**src/rtl/mips_pkg.sv**
```systemverilog
// ============================================================================
// Module  : mips_pkg
// Brief   : Shared MIPS32 pipeline widths, constants and control bundle.
// Revision: 1.0 - initial release
// ============================================================================
`default_nettype none

package mips_pkg;

    localparam int ALU_OP_W   = 4;
    localparam int REG_ADDR_W = 5;
    localparam int IMM_W      = 16;

    localparam logic [REG_ADDR_W-1:0] ZERO_REG = '0;

    // Control bundle carried down the pipeline; reused by EX/MEM and MEM/WB.
    typedef struct packed {
        logic                reg_write;
        logic                mem_read;
        logic                mem_write;
        logic                mem_to_reg;
        logic                alu_src;
        logic [ALU_OP_W-1:0] alu_op;
    } ctrl_t;

endpackage

`default_nettype wire

```
**src/rtl/load_use_detect.sv**
```systemverilog
// ============================================================================
// Module  : load_use_detect
// Brief   : Combinational load-use hazard comparator for the ID/EX boundary.
// Revision: 1.0 - initial release
// ============================================================================
`default_nettype none

module load_use_detect
    import mips_pkg::*;
#(
    parameter int ADDR_W = REG_ADDR_W
) (
    input  logic              id_valid,
    input  logic [ADDR_W-1:0] id_rs_addr,
    input  logic [ADDR_W-1:0] id_rt_addr,
    input  logic              id_uses_rt,
    input  logic              ex_valid,
    input  logic              ex_mem_read,
    input  logic [ADDR_W-1:0] ex_wr_addr,
    output logic              hazard
);

    logic w_rs_match;
    logic w_rt_match;
    logic w_load_live;

    always_comb begin
        // A load into $0 never produces a value a consumer must wait for.
        w_load_live = ex_valid & ex_mem_read & (ex_wr_addr != ADDR_W'(ZERO_REG));
        w_rs_match  = (ex_wr_addr == id_rs_addr);
        w_rt_match  = id_uses_rt & (ex_wr_addr == id_rt_addr);
        hazard      = id_valid & w_load_live & (w_rs_match | w_rt_match);
    end

endmodule

`default_nettype wire

```
**src/rtl/id_ex_stage.sv**
```systemverilog
// ============================================================================
// Module  : id_ex_stage
// Brief   : MIPS32 ID/EX pipeline register with load-use bubble insertion,
//           branch flush and saturating stall/flush event counters.
// Revision: 1.0 - initial release
// ============================================================================
`default_nettype none

module id_ex_stage
    import mips_pkg::*;
#(
    parameter int DATA_W = 32,
    parameter int ADDR_W = 5,
    parameter int CNT_W  = 16
) (
    input  logic                clk,
    input  logic                rst,
    input  logic                id_valid,
    input  logic [DATA_W-1:0]   id_pc_plus4,
    input  logic [ADDR_W-1:0]   id_rs_addr,
    input  logic [ADDR_W-1:0]   id_rt_addr,
    input  logic [ADDR_W-1:0]   id_rd_addr,
    input  logic                id_uses_rt,
    input  logic [DATA_W-1:0]   rd_data1,
    input  logic [DATA_W-1:0]   rd_data2,
    input  logic [IMM_W-1:0]    id_imm,
    input  logic                id_sign_ext,
    input  logic                id_reg_write,
    input  logic                id_mem_read,
    input  logic                id_mem_write,
    input  logic                id_mem_to_reg,
    input  logic                id_alu_src,
    input  logic                id_reg_dst,
    input  logic [ALU_OP_W-1:0] id_alu_op,
    input  logic                flush,
    output logic                hazard_stall,
    output logic                ex_valid,
    output logic [DATA_W-1:0]   ex_pc_plus4,
    output logic [DATA_W-1:0]   ex_a,
    output logic [DATA_W-1:0]   ex_b,
    output logic [DATA_W-1:0]   ex_imm,
    output logic [ADDR_W-1:0]   ex_rs_addr,
    output logic [ADDR_W-1:0]   ex_rt_addr,
    output logic [ADDR_W-1:0]   ex_wr_addr,
    output logic                ex_reg_write,
    output logic                ex_mem_read,
    output logic                ex_mem_write,
    output logic                ex_mem_to_reg,
    output logic                ex_alu_src,
    output logic [ALU_OP_W-1:0] ex_alu_op,
    output logic [CNT_W-1:0]    stall_count,
    output logic [CNT_W-1:0]    flush_count
);

    logic                w_hazard;
    ctrl_t               w_id_ctrl;

    logic                ex_valid_d,    ex_valid_q;
    logic [DATA_W-1:0]   ex_pc_plus4_d, ex_pc_plus4_q;
    logic [DATA_W-1:0]   ex_a_d,        ex_a_q;
    logic [DATA_W-1:0]   ex_b_d,        ex_b_q;
    logic [DATA_W-1:0]   ex_imm_d,      ex_imm_q;
    logic [ADDR_W-1:0]   ex_rs_addr_d,  ex_rs_addr_q;
    logic [ADDR_W-1:0]   ex_rt_addr_d,  ex_rt_addr_q;
    logic [ADDR_W-1:0]   ex_wr_addr_d,  ex_wr_addr_q;
    ctrl_t               ex_ctrl_d,     ex_ctrl_q;
    logic [CNT_W-1:0]    stall_count_d, stall_count_q;
    logic [CNT_W-1:0]    flush_count_d, flush_count_q;

    load_use_detect #(
        .ADDR_W (ADDR_W)
    ) u_load_use_detect (
        .id_valid    (id_valid),
        .id_rs_addr  (id_rs_addr),
        .id_rt_addr  (id_rt_addr),
        .id_uses_rt  (id_uses_rt),
        .ex_valid    (ex_valid_q),
        .ex_mem_read (ex_ctrl_q.mem_read),
        .ex_wr_addr  (ex_wr_addr_q),
        .hazard      (w_hazard)
    );

    // A flushed instruction is discarded anyway, so it must not also freeze IF/ID.
    assign hazard_stall = w_hazard & ~flush;

    always_comb begin
        w_id_ctrl.reg_write  = id_reg_write  & id_valid;
        w_id_ctrl.mem_read   = id_mem_read   & id_valid;
        w_id_ctrl.mem_write  = id_mem_write  & id_valid;
        w_id_ctrl.mem_to_reg = id_mem_to_reg & id_valid;
        w_id_ctrl.alu_src    = id_alu_src    & id_valid;
        w_id_ctrl.alu_op     = id_alu_op     & {ALU_OP_W{id_valid}};

        ex_valid_d    = 1'b0;
        ex_pc_plus4_d = '0;
        ex_a_d        = '0;
        ex_b_d        = '0;
        ex_imm_d      = '0;
        ex_rs_addr_d  = '0;
        ex_rt_addr_d  = '0;
        ex_wr_addr_d  = '0;
        ex_ctrl_d     = '0;

        if (!flush && !w_hazard) begin
            ex_valid_d    = id_valid;
            ex_pc_plus4_d = id_pc_plus4;
            ex_a_d        = rd_data1;
            ex_b_d        = rd_data2;
            ex_imm_d      = {{(DATA_W-IMM_W){id_imm[IMM_W-1] & id_sign_ext}}, id_imm};
            ex_rs_addr_d  = id_rs_addr;
            ex_rt_addr_d  = id_rt_addr;
            ex_wr_addr_d  = id_reg_dst ? id_rd_addr : id_rt_addr;
            ex_ctrl_d     = w_id_ctrl;
        end

        stall_count_d = stall_count_q;
        if (hazard_stall && (stall_count_q != {CNT_W{1'b1}})) begin
            stall_count_d = stall_count_q + CNT_W'(1);
        end

        flush_count_d = flush_count_q;
        if (flush && id_valid && (flush_count_q != {CNT_W{1'b1}})) begin
            flush_count_d = flush_count_q + CNT_W'(1);
        end
    end

    always_ff @(posedge clk or posedge rst) begin
        if (rst) begin
            ex_valid_q    <= 1'b0;
            ex_pc_plus4_q <= '0;
            ex_a_q        <= '0;
            ex_b_q        <= '0;
            ex_imm_q      <= '0;
            ex_rs_addr_q  <= '0;
            ex_rt_addr_q  <= '0;
            ex_wr_addr_q  <= '0;
            ex_ctrl_q     <= '0;
            stall_count_q <= '0;
            flush_count_q <= '0;
        end else begin
            ex_valid_q    <= ex_valid_d;
            ex_pc_plus4_q <= ex_pc_plus4_d;
            ex_a_q        <= ex_a_d;
            ex_b_q        <= ex_b_d;
            ex_imm_q      <= ex_imm_d;
            ex_rs_addr_q  <= ex_rs_addr_d;
            ex_rt_addr_q  <= ex_rt_addr_d;
            ex_wr_addr_q  <= ex_wr_addr_d;
            ex_ctrl_q     <= ex_ctrl_d;
            stall_count_q <= stall_count_d;
            flush_count_q <= flush_count_d;
        end
    end

    assign ex_valid      = ex_valid_q;
    assign ex_pc_plus4   = ex_pc_plus4_q;
    assign ex_a          = ex_a_q;
    assign ex_b          = ex_b_q;
    assign ex_imm        = ex_imm_q;
    assign ex_rs_addr    = ex_rs_addr_q;
    assign ex_rt_addr    = ex_rt_addr_q;
    assign ex_wr_addr    = ex_wr_addr_q;
    assign ex_reg_write  = ex_ctrl_q.reg_write;
    assign ex_mem_read   = ex_ctrl_q.mem_read;
    assign ex_mem_write  = ex_ctrl_q.mem_write;
    assign ex_mem_to_reg = ex_ctrl_q.mem_to_reg;
    assign ex_alu_src    = ex_ctrl_q.alu_src;
    assign ex_alu_op     = ex_ctrl_q.alu_op;
    assign stall_count   = stall_count_q;
    assign flush_count   = flush_count_q;

endmodule

`default_nettype wire

```
**config.mk**
```make
export PLATFORM = sky130hd
export DESIGN_NAME = id_ex_stage
export DESIGN_NICKNAME = d
export VERILOG_FILES = /design/src/rtl/mips_pkg.sv /design/src/rtl/load_use_detect.sv /design/src/rtl/id_ex_stage.sv
export SDC_FILE = /design/constraint.sdc
export NUM_CORES = 1
export LEC_CHECK = 0
export CELL_PAD_IN_SITES_DETAIL_PLACEMENT = 1
export CELL_PAD_IN_SITES_GLOBAL_PLACEMENT = 2
export CORE_MARGIN = 3
export CORE_UTILIZATION = 24
export CTS_BUF_LIST = sky130_fd_sc_hd__clkbuf_2 sky130_fd_sc_hd__clkbuf_4 sky130_fd_sc_hd__clkbuf_8
export DETAILED_ROUTE_END_ITERATION = 10
export MAX_ROUTING_LAYER = met4
export PLACE_DENSITY = 0.88
export SLEW_MARGIN = 20
export SYNTH_ARGS = -nofsm -noshare
export SYNTH_HDL_FRONTEND = slang
export SYNTH_HIERARCHICAL = 1
export SYNTH_SLANG_ARGS = --single-unit
```
**constraint.sdc**
```tcl
create_clock -name clk -period 7.85 [get_ports clk]
set_input_delay 2.355 -clock clk [delete_from_list [all_inputs] [get_ports clk]]
set_output_delay 2.355 -clock clk [all_outputs]
set_load 0.005 [all_outputs]
```
==> out/results.txt, run 1 <==
RD Place Congestion: 0.808
Final min period: 7160 ps
final hold violations: 0
CP endpoint kind: output pin
DP HPWL: 14900 microns
largest net degree at the start of global routing: 124
reg2reg end: ex_imm[30]
share of power burned in the clock network: 34.3%
grt ovf: 0
Sw Ratio: 25.5%
vias per inst: 4.16
Sequential Power Share: 50.5%
Async SR Flop Fraction: 100%
Reg area: 4250 sq um
worst slew pin tran: 1030 ps
slowest stage delay, CP: 560 ps
final period utilization: 91.2%
vias: 4730
Max-slew headroom: 31.5%
Core Box Area: 25400 sq um
reg2reg start: ex_wr_addr[2]
Logic pwr share: 15.1%
Vert. Die Dim: 167 microns
H-tree Lvls: 4
Num CTS Buffers: 17
CTS tree: yes
crit-path max FO: 5
DRC viols: 0
drt total wl: 19700 microns
crit path from: id_rt_addr[2]
Synth Area per Inst: 13.1 sq um
Total GRT Usage: 14.7%
post-route insts no fill: 1138
Layout area overhead: 63.7%
postcts setup bufs: 0
crit start category: primary input
most common cell after layout, fill and taps aside: clkdlybuf4s50_1
first-pass iteration count of the detailed router: 4
later-pin clock latency in the skew report: 440 ps
synthesized net count: 620
multi-input logic area: 1800 sq um
WL/cell: 17.3 microns
layout cells sized above 1: 5.34%
DP Area: 9790 sq um
final setup fails: 0
Setup crit end: hazard_stall
clock-pin slew on the worst setup and hold paths: 100 ps
io pins: 329
Inst Count DP: 1103
fillcell total: 2775
max-cap viol count: 0
post-synthesis cell type count: 37
PortBufs: 328
Rows: 58
Routed Antenna Nets: 0
cell area after layout: 10200 sq um
register area share after synthesis: 68.2%
clock sinks: 170
hold depth: 1
TNS Setup: 0 ps
number of global-route vias before repair: 5269
Hold WC Path Type: reg -> reg
hold_buf cts: 0
slowest stage cell, crit path: clkdlybuf4s50_1
Crit path top cell by count: clkdlybuf4s50_1
Slew Viols, Final: 0
WS Path Type: in -> out
Layout Nets: 937
most frequent cells in the layout: clkdlybuf4s50_1 (328), dfrtp_1 (170), and2_1 (124)
Post-Synthesis Cells: 475
initial antenna violation count: 2
R2R cell count: 6
power per standard cell area: 187 nW/um^2
critical-path cell list: clkdlybuf4s50_1, xor2_1, nor4_1, nand3_1, a21oi_1, nand2b_1, inv_1, clkdlybuf4s50_1
RSZ-0062 raised after global routing: false
post-CTS sizing: 0
P_sw: 0.000487 W
Most used DFF post-synth: dfrtp_1
Critical Path RT: 5500 ps
Max Clock Freq: 140 MHz
Netlist Area Pre-Place: 6240 sq um
Lkg Pwr: 4.51 nW
Power Total: 0.00191 W
Worst R2R Setup Slack: 4970 ps
die width: 167 microns
worst endpoint data arrival time: 4810 ps
Max VDD drop: 0.0000848 V
initial drt markers: 159
status: finished, final reports clean
count of state elements after synthesis: 170
first-pass GRT wire length: 30900 microns
root buffer cell: clkbuf_8
Initial Utilization: 24.6%
Longest Clk Path Bufs: 2
die area: 28000 sq um
Fin Clk Skew: 16.1 ps
YS warnings: 6
P_int: 0.00142 W
number of flops mapped to enable cells by yosys: 0
[per-layer routing]
| layer | share of wire (%) | global-route usage (%) | vias to the layer above |
|---|---|---|---|
| met5 | 0 | - | - |
| met4 | 1.9 | 4.91 | 0 |
| met3 | 8.8 | 5.43 | 20 |
| met2 | 50 | 24.0 | 220 |
| met1 | 39 | 16.8 | 2327 |
| li1 | - | - | 2163 |
[power by group through the flow]
| stage | logic (W) | clock network, W | registers (W) |
|---|---|---|---|
| floorplan | 0.0000785 | 0 | 0.000983 |
| global placement | 0.000294 | 0 | 0.000981 |
| detailed placement | 0.000297 | 0 | 0.000985 |
| CTS | 0.000298 | 0.000694 | 0.000967 |
| global route | 0.000316 | 0.000728 | 0.000975 |
| finish | 0.000289 | 0.000656 | 0.000966 |
[synth_stat cells (8+ instances only)]
master	count	area, sq um
nand2_1	11	41.3
dfrtp_1	170	4250
nand3_1	9	45.0
nor3_1	11	55.1
buf_4	15	113
clkbuf_1	17	63.8
nand4_1	8	50.1
xor2_1	28	245
xnor2_1	8	70.1
and2_1	124	776
nor2_1	14	52.6
and3_1	14	87.6
[worst max-delay path, delay by kind of cell]
kind | cells | cell delay [ps]
AND/OR/NAND/NOR | 3 | 670
XOR/XNOR | 1 | 170
buffers and inverters | 3 | 1190
AO/OA/AOI/OAI | 1 | 420
[per-stage QoR]
step / setup WS [ps] / hold WS, ps / utilization [%]
6_report: 688 / 504 / 40.2
3_3_place_gp: 798 / 485 / 38.5
3_5_place_dp: 734 / 489 / 38.5
5_1_grt: 493 / 549 / 40.2
2_1_floorplan: 892 / 484 / -
4_1_cts: 714 / 505 / 40.2
[how the worst min path moves through the flow]
stage                    startpoint               to
floorplan           flush_count[15]  flush_count[15]
global placement    stall_count[15]  stall_count[15]
detailed placement  flush_count[15]  flush_count[15]
CTS                 flush_count[15]  flush_count[15]
global route        flush_count[15]  flush_count[15]
finish              stall_count[15]  stall_count[15]
[cell type report]
class,count,share of cell area [%]
flip-flops and latches,170,41.7
repair buffers,330,32.3
multi-input cells,270,17.7
well taps,330,4.04
clock buffers,19,2.50
clock inverters,13,1.56
inverters,3,0.184
diodes,3,0.0735
[kinds of logic after synthesis]
family,count (synthesis),synth area share [%]
and+or+nand+nor,215,21.1
DFF,170,68.2
xor gates and xnor gates,36,5.05
buffers and inverters,35,3.01
AOI/OAI and AO/OA,10,1.10
muxes,7,1.16
adders and majority gates,2,0.401
No activity file was read; power rests on OpenSTA's default activity.
==> inputs of run 2 (changes only) <==
--- a/config.mk
+++ b/config.mk
@@ -8,11 +8,11 @@
 export CELL_PAD_IN_SITES_DETAIL_PLACEMENT = 1
 export CELL_PAD_IN_SITES_GLOBAL_PLACEMENT = 2
 export CORE_MARGIN = 3
-export CORE_UTILIZATION = 24
+export CORE_UTILIZATION = 26
 export CTS_BUF_LIST = sky130_fd_sc_hd__clkbuf_2 sky130_fd_sc_hd__clkbuf_4 sky130_fd_sc_hd__clkbuf_8
 export DETAILED_ROUTE_END_ITERATION = 10
 export MAX_ROUTING_LAYER = met4
-export PLACE_DENSITY = 0.88
+export PLACE_DENSITY = 0.94
 export SLEW_MARGIN = 20
 export SYNTH_ARGS = -nofsm -noshare
 export SYNTH_HDL_FRONTEND = slang
==> constraint.sdc (replaced) <==
create_clock -name clk -period 8.55 [get_ports clk]
set_input_delay 2.565 -clock clk [delete_from_list [all_inputs] [get_ports clk]]
set_output_delay 2.565 -clock clk [all_outputs]
set_load 0.005 [all_outputs]
==> run 2 against run 1 <==
  * First-iteration DRC count shrank 2.5%
  * Clock-buffer cell count is 1 higher
  * Global-route usage up 1.1 points
  * Core utilization up 3.0 points
  * Die area is 7.4% lower
  * Via count decreased by 0.36%
  * Flip-flop and latch count did not move
  * Cell count decreased by 0.70%
  * Highest routed layer unchanged
==> out/results.txt, run 2 (same netlist as run 1, synthesis figures left out) <==
status: finished, final reports clean
met3 usage: 5.96%
vias: 4713
Final min period: 7560 ps
Fin Clk Skew: 19.2 ps
die width: 161 microns
final period utilization: 88.5%
largest net degree at the start of global routing: 118
GR Layer Usage met2: 26.6%
Total GRT Usage: 15.8%
crit-path max FO: 5
initial drt markers: 155
critical-path cell list: clkdlybuf4s50_1, xor2_1, nor4_1, nand3_1, a21oi_1, nand2b_1, inv_1, clkdlybuf4s50_1
post-CTS sizing: 0
io pins: 329
RSZ-0062 raised after global routing: false
later-pin clock latency in the skew report: 440 ps
crit start category: primary input
Inst Count DP: 1093
worst slew pin tran: 814 ps
Num CTS Buffers: 17
Crit path top cell by count: clkdlybuf4s50_1
P_sw: 0.000443 W
PortBufs: 328
fillcell total: 2554
Core Box Area: 23500 sq um
hold_buf cts: 0
Vert. Die Dim: 161 microns
number of global-route vias before repair: 5218
final hold violations: 0
layout cells sized above 1: 5.46%
TNS Setup: 0 ps
clock-pin slew on the worst setup and hold paths: 80 ps
Initial Utilization: 26.5%
CP endpoint kind: output pin
Routed Antenna Nets: 0
power per standard cell area: 167 nW/um^2
WL/cell: 17.5 microns
RD Place Congestion: 0.810
clock sinks: 170
final setup fails: 0
Logic pwr share: 15.9%
max-cap viol count: 0
slowest stage delay, CP: 550 ps
Sequential Power Share: 52.2%
root buffer cell: clkbuf_8
DRC viols: 0
Crit path max-delay family: buffers and inverters
Max-slew headroom: 45.8%
most frequent cells in the layout: clkdlybuf4s50_1 (328), dfrtp_1 (170), and2_1 (124)
H-tree Lvls: 4
drt total wl: 19800 microns
Rows: 56
first-pass iteration count of the detailed router: 4
Top Usage Layer GRT: met2
Layout area overhead: 63.0%
post-route insts no fill: 1130
Max Clock Freq: 132 MHz
share of power burned in the clock network: 31.9%
Longest Clk Path Bufs: 2
DP HPWL: 15200 microns
most common cell after layout, fill and taps aside: clkdlybuf4s50_1
Slew Viols, Final: 0
Critical Path RT: 5990 ps
Max VDD drop: 0.0000952 V
Layout Nets: 938
Hold WC Path Type: reg -> reg
met1 Track Usage GR: 17.5%
die area: 25900 sq um
Sw Ratio: 26.1%
P_int: 0.00125 W
WS Path Type: in -> out
vias per inst: 4.17
initial antenna violation count: 6
CTS tree: yes
grt ovf: 0
Lkg Pwr: 4.48 nW
postcts setup bufs: 0
worst endpoint data arrival time: 5000 ps
first-pass GRT wire length: 30300 microns
Buf+Inv Stages, Crit Path: 3
slowest stage cell, crit path: clkdlybuf4s50_1
## run 2: changes by cell type in the layout (fill, tap and decap cells not counted), sizes merged
cell      delta
buf          +1
clkbuf       +1
inv          -1
bufinv       -2
clkinvlp     +2
diode        +2
## run 2: final timing paths
kind                                 from  slack [ps]         endpoint  depth (start not counted)
min in group asynchronous             rst        2650  stall_count[14]                          2
setup / recovery            id_rt_addr[2]         990     hazard_stall                          8
hold / removal             flush_count[0]         530   flush_count[0]                          1
max in group asynchronous             rst        4610       ex_imm[15]                          3
hold reg to reg            flush_count[0]         530   flush_count[0]                          1
setup reg to reg            ex_wr_addr[4]        5960       ex_imm[30]                          6
## run 2: layer usage
metal | share of wire [%] | vias up
li1 | - | 2163
met4 | 1.8 | 0
met5 | 0 | -
met1 | 38 | 2335
met2 | 52 | 200
met3 | 8.1 | 15
## run 2: per-stage QoR
| stage | area [sq um] | hold slack [ps] | power (W) | setup WS, ps | util [%] |
|---|---|---|---|---|---|
| after floorplan | 6240 | 484 | 0.000975 | 1380 | - |
| after global placement | 9780 | 490 | 0.00117 | 1040 | 41.5 |
| after detailed placement | 9780 | 512 | 0.00118 | 983 | 41.5 |
| after CTS | 10200 | 531 | 0.00173 | 960 | 43.1 |
| after global routing | 10200 | 548 | 0.00179 | 830 | 43.2 |
| final | 10200 | 527 | 0.00170 | 987 | 43.2 |
## run 2: area by class of cell
| cell class | count | area (sq um) | area share, % |
|---|---|---|---|
| clock inverter | 12 | 109 | 1.07 |
| antenna | 5 | 12.5 | 0.123 |
| tap | 319 | 399 | 3.93 |
| timing repair buffer | 331 | 3310 | 32.5 |
| clock buffer | 20 | 263 | 2.58 |
| sequential | 170 | 4250 | 41.8 |
| multi-input combinational | 270 | 1800 | 17.7 |
| inverter | 3 | 18.8 | 0.185 |
## run 2: power groups by stage
stage / sequential [W] / combinational [W] / clock, W
detailed placement: 0.000902 / 0.000275 / 0
global route: 0.000893 / 0.000292 / 0.000605
CTS: 0.000886 / 0.000276 / 0.000566
floorplan: 0.000903 / 0.0000721 / 0
global placement: 0.000899 / 0.000270 / 0
finish: 0.000886 / 0.000269 / 0.000541
==> inputs of run 3 (changes only) <==
--- a/config.mk
+++ b/config.mk
@@ -7,7 +7,7 @@
 export LEC_CHECK = 0
 export CELL_PAD_IN_SITES_DETAIL_PLACEMENT = 1
 export CELL_PAD_IN_SITES_GLOBAL_PLACEMENT = 2
-export CORE_MARGIN = 3
+export CORE_MARGIN = 10
 export CORE_UTILIZATION = 26
 export CTS_BUF_LIST = sky130_fd_sc_hd__clkbuf_2 sky130_fd_sc_hd__clkbuf_4 sky130_fd_sc_hd__clkbuf_8
 export DETAILED_ROUTE_END_ITERATION = 10
==> run 3 against run 2 <==
  * Fmax increased by 0.21%
  * Combinational power is essentially flat
  * Core utilization is 0.085 points higher
  * Clock power grew 9.2%
  * Largest cell class unchanged
  * Die area is 18% higher
  * Flip-flop and latch count stayed put
  * Clock skew decreased by 1.4 ps
  * Non-clock buffer count is 1 lower
==> out/results.txt, run 3 (same netlist as run 1, synthesis figures left out) <==
later-pin clock latency in the skew report: 450 ps
final core occ: 43.3%
Crit path max-delay family: buffers and inverters
CTS tree: yes
Core Box Area: 23500 sq um
Lkg Pwr: 4.50 nW
initial antenna violation count: 3
final period utilization: 88.3%
WS Path Type: in -> out
Layout area overhead: 63.3%
Hold WC Path Type: reg -> reg
first-pass GRT wire length: 33400 microns
initial drt markers: 217
layout cells sized above 1: 5.34%
PortBufs: 328
slowest stage delay, CP: 540 ps
crit-path max FO: 5
post-route insts no fill: 1127
critical-path cell list: clkdlybuf4s50_1, xor2_1, nor4_1, nand3_1, a21oi_1, nand2b_1, inv_1, clkdlybuf4s50_1
Slew Viols, Final: 0
Rows: 56
H-tree Lvls: 4
final hold violations: 0
worst setup slack after placement: 1020 ps
max-cap viol count: 0
clock sinks: 170
Max-slew headroom: 35.0%
die width: 175 microns
Critical Path RT: 5990 ps
Crit path top cell by count: clkdlybuf4s50_1
first-pass iteration count of the detailed router: 4
drt total wl: 22000 microns
WL/cell: 19.5 microns
RSZ-0062 raised after global routing: false
Inst Count DP: 1092
Max VDD drop: 0.0000903 V
Buf+Inv Stages, Crit Path: 3
fin worst setup slack: 1000 ps
number of global-route vias before repair: 5312
vias per inst: 4.19
root buffer cell: clkbuf_8
Num CTS Buffers: 17
slowest stage cell, crit path: clkdlybuf4s50_1
status: finished, final reports clean
CP endpoint kind: output pin
Layout Nets: 937
DP HPWL: 17300 microns
grt ovf: 0
post-CTS sizing: 0
Final min period: 7550 ps
Initial Utilization: 26.5%
postcts setup bufs: 0
hold depth: 1
critical path depth in cells: 8
worst endpoint data arrival time: 4980 ps
power per standard cell area: 172 nW/um^2
clock-pin slew on the worst setup and hold paths: 100 ps
io pins: 329
TNS Setup: 0 ps
Longest Clk Path Bufs: 2
crit start category: primary input
die area: 30600 sq um
vias: 4725
fillcell total: 2543
RD Place Congestion: 0.785
Max Clock Freq: 133 MHz
final setup fails: 0
worst slew pin tran: 975 ps
Total GRT Usage: 14.7%
Power Total: 0.00175 W
Vert. Die Dim: 175 microns
most frequent cells in the layout: clkdlybuf4s50_1 (328), dfrtp_1 (170), and2_1 (124)
largest net degree at the start of global routing: 113
DRC viols: 0
Routed Antenna Nets: 0
Fin Clk Skew: 17.8 ps
R2R cell count: 6
hold_buf cts: 0
most common cell after layout, fill and taps aside: clkdlybuf4s50_1
-- run 3: cell types whose count changed in the layout (fill, tap and decap cells not counted), sizes merged --
cell,before,now
inv,8,13
clkinvlp,3,0
clkinv,4,2
diode,5,3
buf,3,2
bufinv,0,1
clkbuf,20,19
-- run 3: power breakdown --
group	total, W	switching, W	leakage, nW	internal (W)
clock	0.000591	0.000330	0.210	0.000261
combinational	0.000271	0.0000958	2.08	0.000175
sequential	0.000886	0.0000346	2.22	0.000852
-- run 3: final cells by class --
class                           instances  area, sq um  share of cell area, %
Antenna cell                            3         7.51                 0.0737
Clock buffer                           19          262                   2.57
Clock inverter                         13          145                   1.42
Timing Repair Buffer                  330         3300                   32.4
Sequential cell                       170         4250                   41.8
Multi-Input combinational cell        270         1800                   17.7
Inverter                                3         16.3                  0.160
Tap cell                              319          399                   3.92
-- run 3: worst register-to-register path: cells and delay by family (launching register included) --
kind | cells | cell delay [ps]
and+or+nand+nor | 3 | 1330
buffers and inverters | 1 | 770
DFF | 1 | 420
AOI/OAI and AO/OA | 2 | 330
-- run 3: worst paths after layout --
| check | startpoint | end | slack (ps) |
|---|---|---|---|
| worst min register to register | stall_count[15] | stall_count[15] | 500 |
| min in group asynchronous | rst | ex_pc_plus4[14] | 2660 |
| worst min-delay path | stall_count[15] | stall_count[15] | 500 |
| worst max-delay path | id_rt_addr[2] | hazard_stall | 1000 |
| max in group asynchronous | rst | ex_b[0] | 4350 |
| worst max register to register | ex_wr_addr[2] | ex_imm[30] | 5640 |
-- run 3: layer usage --
layer	global-route usage, %	share of wire (%)	vias up
li1	-	-	2159
met1	15.9	39	2356
met2	24.4	50	199
met3	6.90	10	11
met4	3.29	0.85	0
met5	-	0	-
-- run 3: metrics by stage --
stage / area (sq um) / hold WS [ps]
after floorplan: 6240 / 484
final: 10200 / 500
after global routing: 10200 / 534
after global placement: 9770 / 485
after CTS: 10200 / 509
after detailed placement: 9770 / 493
